$ cat src/rtl/clk_freq_divider_pkg.sv
// ============================================================================
// Module      : clk_freq_divider_pkg
// Description : Shared constants for the programmable clock divider.
// Revision    : 1.0 - initial release
// ============================================================================
`default_nettype none

package clk_freq_divider_pkg;

    localparam int C_DEFAULT_WIDTH = 4;

endpackage : clk_freq_divider_pkg

`default_nettype wire

$ cat src/rtl/clk_freq_divider.sv
// ============================================================================
// Module      : clk_freq_divider
// Description : Runtime-programmable divider; clk_out toggles every div clocks
//               (period 2*div, 50% duty). div=0 halts with clk_out held.
//               Optional macro CLK_FREQ_DIVIDER_TICK_EN adds a one-cycle
//               tick output marking each rising edge of clk_out.
// Revision    : 1.0 - initial release
// ============================================================================
`default_nettype none

module clk_freq_divider
    import clk_freq_divider_pkg::*;
#(
    parameter int WIDTH = C_DEFAULT_WIDTH
) (
    input  logic             clk,
    input  logic             rst,
    input  logic [WIDTH-1:0] div,
`ifdef CLK_FREQ_DIVIDER_TICK_EN
    output logic             tick,
`endif
    output logic             clk_out
);

    logic [WIDTH-1:0] r_cnt;
    logic             r_out;
    logic             w_halt;
    logic [WIDTH-1:0] w_div_m1;
    logic             w_terminal;

    // div is compared live, so a shrinking divisor ends the half-period at once
    assign w_halt     = (div == '0);
    assign w_div_m1   = div - WIDTH'(1);
    assign w_terminal = !w_halt && (r_cnt >= w_div_m1);

    always_ff @(posedge clk) begin
        if (rst) begin
            r_cnt <= '0;
            r_out <= 1'b0;
        end else if (w_halt) begin
            r_cnt <= '0;
        end else if (w_terminal) begin
            r_cnt <= '0;
            r_out <= ~r_out;
        end else begin
            r_cnt <= r_cnt + WIDTH'(1);
        end
    end

    assign clk_out = r_out;

`ifdef CLK_FREQ_DIVIDER_TICK_EN
    logic r_tick;

    // Registered alongside r_out so it coincides with the cycle clk_out reads 1 first
    always_ff @(posedge clk) begin
        if (rst) begin
            r_tick <= 1'b0;
        end else begin
            r_tick <= w_terminal && !r_out;
        end
    end

    assign tick = r_tick;
`endif

endmodule : clk_freq_divider

`default_nettype wire

$ cat config.mk
export PLATFORM = sky130hd
export DESIGN_NAME = clk_freq_divider
export DESIGN_NICKNAME = d
export VERILOG_FILES = /design/src/rtl/clk_freq_divider_pkg.sv /design/src/rtl/clk_freq_divider.sv
export SDC_FILE = /design/constraint.sdc
export NUM_CORES = 1
export LEC_CHECK = 0
export ABC_CLOCK_PERIOD_IN_PS = 1780
export CORE_AREA = 8 8 45 47
export DETAILED_ROUTE_END_ITERATION = 16
export DIE_AREA = 0 0 53 55
export PLACE_DENSITY = 0.55
export SLEW_MARGIN = 40
export SYNTH_ARGS = -nofsm -noshare
export SYNTH_HDL_FRONTEND = slang
export SYNTH_SLANG_ARGS = --single-unit
$ cat constraint.sdc
create_clock -name clk -period 1.78 [get_ports clk]
set_input_delay 0.356 -clock clk [delete_from_list [all_inputs] [get_ports clk]]
set_output_delay 0.356 -clock clk [all_outputs]
set_load 0.03 [all_outputs]
After elaboration in Yosys (flattened, before gate mapping)
Cells that the tools add are included.
{ "word_totals": {"ff_bits": 5, "inputBits": 6, "out_inout_bits": 1, "wordCells": 12} }
{ "classes": {"addsub": 2, "n_lt_le_gt_ge": 1, "n_bitwise": 2, "reduce_logical": 5} }
{ "ops": {"columns": ["cell", "n"], "rows": [
  ["$add 4x1->4 const B", 1],
  ["$ge 4x4->1", 1],
  ["$logic_not 4->1", 1],
  ["$sub 4x1->4 const B", 1],
  ["$reduce_or 3->1", 1],
  ["$not 1->1", 2],
  ["$reduce_and 2->1", 1],
  ["$logic_and 1x1->1", 1],
  ["$logic_not 1->1", 1]
]} }

Logic depth before layout (Yosys ltp)
{ "logic_depth": {"word_depth": 4, "depth_mapped": 8, "mapped_depth_nobuf": 8} }

Least setup slack after synthesis
Ideal clock, no wire load.
{ "synth_path": {"kind": "input port to flip-flop", "startpoint": "input div[0]", "endpoint": "register r_out (netlist: clk_out)", "setup_time_ns": 0.115, "t_arrival_ns": 1.591, "slack_ns": 0.075, "path_stages": 8, "path_buffers": 0, "cell_sequence": "inv_1 > ha_1 > xnor2_1 > ha_1 > o211ai_1 > o21a_1 > o21a_1 > o21ba_1"} }
{ "synth_via": {"elab_chain_len": 4, "word_cells_on_any_way": 7, "classes_between": "add/sub: 1; order compare: 1; bitwise: 1; reduce/logical: 4"} }
{ "synth_rtl": {"columns": ["item", "line", "source"], "rows": [
  ["start, declared", "clk_freq_divider.sv:18", "input logic [WIDTH-1:0] div,"],
  ["$sub 4x1->4 or $logic_not 4->1 (tied branches)", "clk_freq_divider.sv:33, clk_freq_divider.sv:32", null],
  ["$ge 4x4->1 or $logic_not 1->1 (tied branches)", "clk_freq_divider.sv:34", "assign w_terminal = !w_halt && (r_cnt >= w_div_m1);"],
  ["$logic_and 1x1->1", "clk_freq_divider.sv:34", null],
  ["$reduce_and 2->1 (no line) *", null, null],
  ["end signal, assigned", "clk_freq_divider.sv:44", "r_out <= ~r_out;"],
  ["end, declared", "clk_freq_divider.sv:26", "logic r_out;"]
]} }
Mark *: on every way between the ends. The rest lies on a longest branch, timed or not.
A chain may end at the register's enable or synchronous reset.

Worst setup path in the final report
{ "layout_path": {"startpoint": "input div[3]", "endpoint": "register r_out (netlist: clk_out)"} }
Same word-level chain as after synthesis.

==> reports/metrics.cfg <==
[outcome]
status=finished, final reports clean

[worst_setup_path]
critPathLaunchType=input port
slowest_stage=clkdlybuf4s50_1
critical_path.endpoint_type=flip-flop
crit_fanout=3
path_buf_inv=1
arrival_ns=1.86
crit_top_cell=o21a_1
rr_startpoint=r_cnt[0]$_SDFF_PP0_
slowest_delay_ns=0.43
reg2reg_to=r_cnt[2]$_SDFF_PP0_
crit_required_ns=1.91
worstPathCellList=clkdlybuf4s50_1 -> xnor2_1 -> ha_1 -> o211ai_1 -> o21a_1 -> o21a_1 -> o21ba_1
reg2reg_slack_ns=0.37
crit_type=in -> reg
cp_top_family=compound AO/OA/AOI/OAI gates
reg2reg_depth=7

[synth]
yosysTopAreaCell=dfxtp_1
synth_top_flop_cell=dfxtp_1
yosysSeqAreaShare_pct=31.7
netlist_area_sq_um=315
netlist.area_leader.share_pct=31.7
yosysMostFrequentCell=ha_1
synth_edf_count=0
ys_types=15
syn_inst=34
yosys-top-cells-area=dfxtp_1 32%, ha_1 24%, xnor2_1 8.3%, nor2_1 4.8%, nor3b_1 4.8%
ys_ff_latch=5
syn-num-nets=46
syn_area_per_cell_sq_um=9.27
async_flop_share_pct=0
yosysWarningCount=0
ys_top_cells_by_count=6 x ha_1, 5 x dfxtp_1, 4 x nor2_1

[clocking]
cts.sinks=5
postCtsSetupRepairBufs=0
clock_latency_ns=0.24
hold_buffers=0
cts-htree-levels=1
cts_tree=built
cts-root-buf=clkbuf_4
clock_path_buffers=2
clkTransAtPathRegs_ns=0.04
cts_buffers=3

[floorplan]
initial_core_util_pct=22.8
die_w_um=53
die_y_um=55
core_area_sq_um=1380
rows=14
ioPinCount=7
dieArea_sq_um=2920

[grt]
grt_max_degree=5
grt_pass1_vias=275
antenna_found_initial=0
grt.total_usage_pct=5.03
grt_pass1_wl_um=1070
overflow=0

[timing]
tns_ns=0
max_freq_mhz=579
setup_slack_ns=0.0539
slew_violations=0
slew-limit-headroom_pct=79.3
finalCriticalPeriod_ns=1.73
worst_slew_pin_slew_ns=0.309
grt_setup_unrepaired=false
fin_skew_ns=0.000488
hold_violations=0
setup_violations=0
post-route-period-util_pct=97.0

[hold_path]
min_path_type=reg -> reg
whs_path_depth=1
worstHoldStart=r_cnt[0]$_SDFF_PP0_
holdPathEnd=r_cnt[0]$_SDFF_PP0_

[place]
placed_cells=60
place.gp.congestion=0.712
portBuffers=6
pre_cts_slack_ns=-0.484

[layout]
diodes=0
instances_no_fill=64
area_growth_pct=43.7
num-nets-final=61
drive_gt1_share_pct=25.0

[route]
antenna_left=0
via_per_inst=4.13
vias=264
drt_iter0_drc=5
drtPass1Iterations=2
wirelength_um=586
drc=0
wl_per_cell_um=9.16

[pwr]
vdd_drop_max_v=0.000388
p_per_area_nw_per_um2=798
leakage_nw=0.209

[flow_run]
cap_violations=0

## metal layers
layer	GRT usage, %	vias up	wire length [um]
met5	0	-	0
met4	3.88	0	0
met3	2.94	0	56
met2	6.84	8	252
met1	5.62	110	277
li1	-	146	-
## flip-flops by register name, summed over array words and instances, names as in the netlist
signal / cells
clk_out: 1
r_cnt: 4
## final cells by class
type | instances | area [sq um]
Clock buffer | 4 | 26.3
Timing Repair Buffer | 10 | 83.8
Inverter | 3 | 11.3
Sequential cell | 5 | 100
Multi-Input combinational cell | 26 | 211
Fill cell | 158 | 931
Tap cell | 16 | 20.0
## layout by cell type, fill, tap and decap left out
master and count:
xnor2_1 3, clkbuf_4 3, a21oi_1 1, o21a_1 2
o211ai_1 1, nor3_2 1, clkbuf_1 1, xor2_1 1
nand3_1 1, inv_2 1, and3_2 1, clkdlybuf4s15_1 1
nor3b_1 2, o21ba_1 1, dlygate4sd2_1 1, nor2_1 4
nor3_1 1, dfxtp_1 5, clkdlybuf4s50_1 3, ha_1 5
clkbuf_2 1, nand2_1 1, inv_1 2, ha_2 1
buf_4 4
## worst max path at each step
stage                      start              endpoint  cells after the start
after floorplan           div[0]  clk_out$_SDFFE_PP0P_                      8
after global placement    div[0]  clk_out$_SDFFE_PP0P_                      9
after detailed placement  div[0]  clk_out$_SDFFE_PP0P_                      9
after CTS                 div[0]  clk_out$_SDFFE_PP0P_                      9
after global routing      div[3]  clk_out$_SDFFE_PP0P_                      7
final                     div[3]  clk_out$_SDFFE_PP0P_                      7
## through the flow
step                      hold WS [ns]  power [mW]  utilization [%]  area [sq um]
after floorplan                  0.430       0.195                -           315
after global placement           0.455       0.236             30.7           425
after detailed placement         0.464       0.236             30.7           425
after CTS                        0.473       0.373             32.9           455
after global routing             0.489       0.390             32.7           453
final                            0.464       0.361             32.7           453
## report_power, final
group          internal (mW)  switching (mW)
Clock                 0.0847          0.0452
Combinational         0.0527          0.0414
Sequential             0.126          0.0113
## what timing repair did
action / 4_1_cts / 5_1_grt
setup endpoints to repair: 5 / 4
pin swaps: 2 / 1
gates resized for setup: 6 / 3
gates cloned: 0 / 0
## kinds of logic after synthesis
family                     after synthesis  share of synthesized area [%]
and+or+nand+nor                         11                           17.9
adders and majority gates                6                           23.8
AOI/OAI and AO/OA                        5                           11.9
DFF                                      5                           31.7
xor gates and xnor gates                 4                           11.1
buffers and inverters                    3                           3.57
Power figures use the tool's default switching activity.
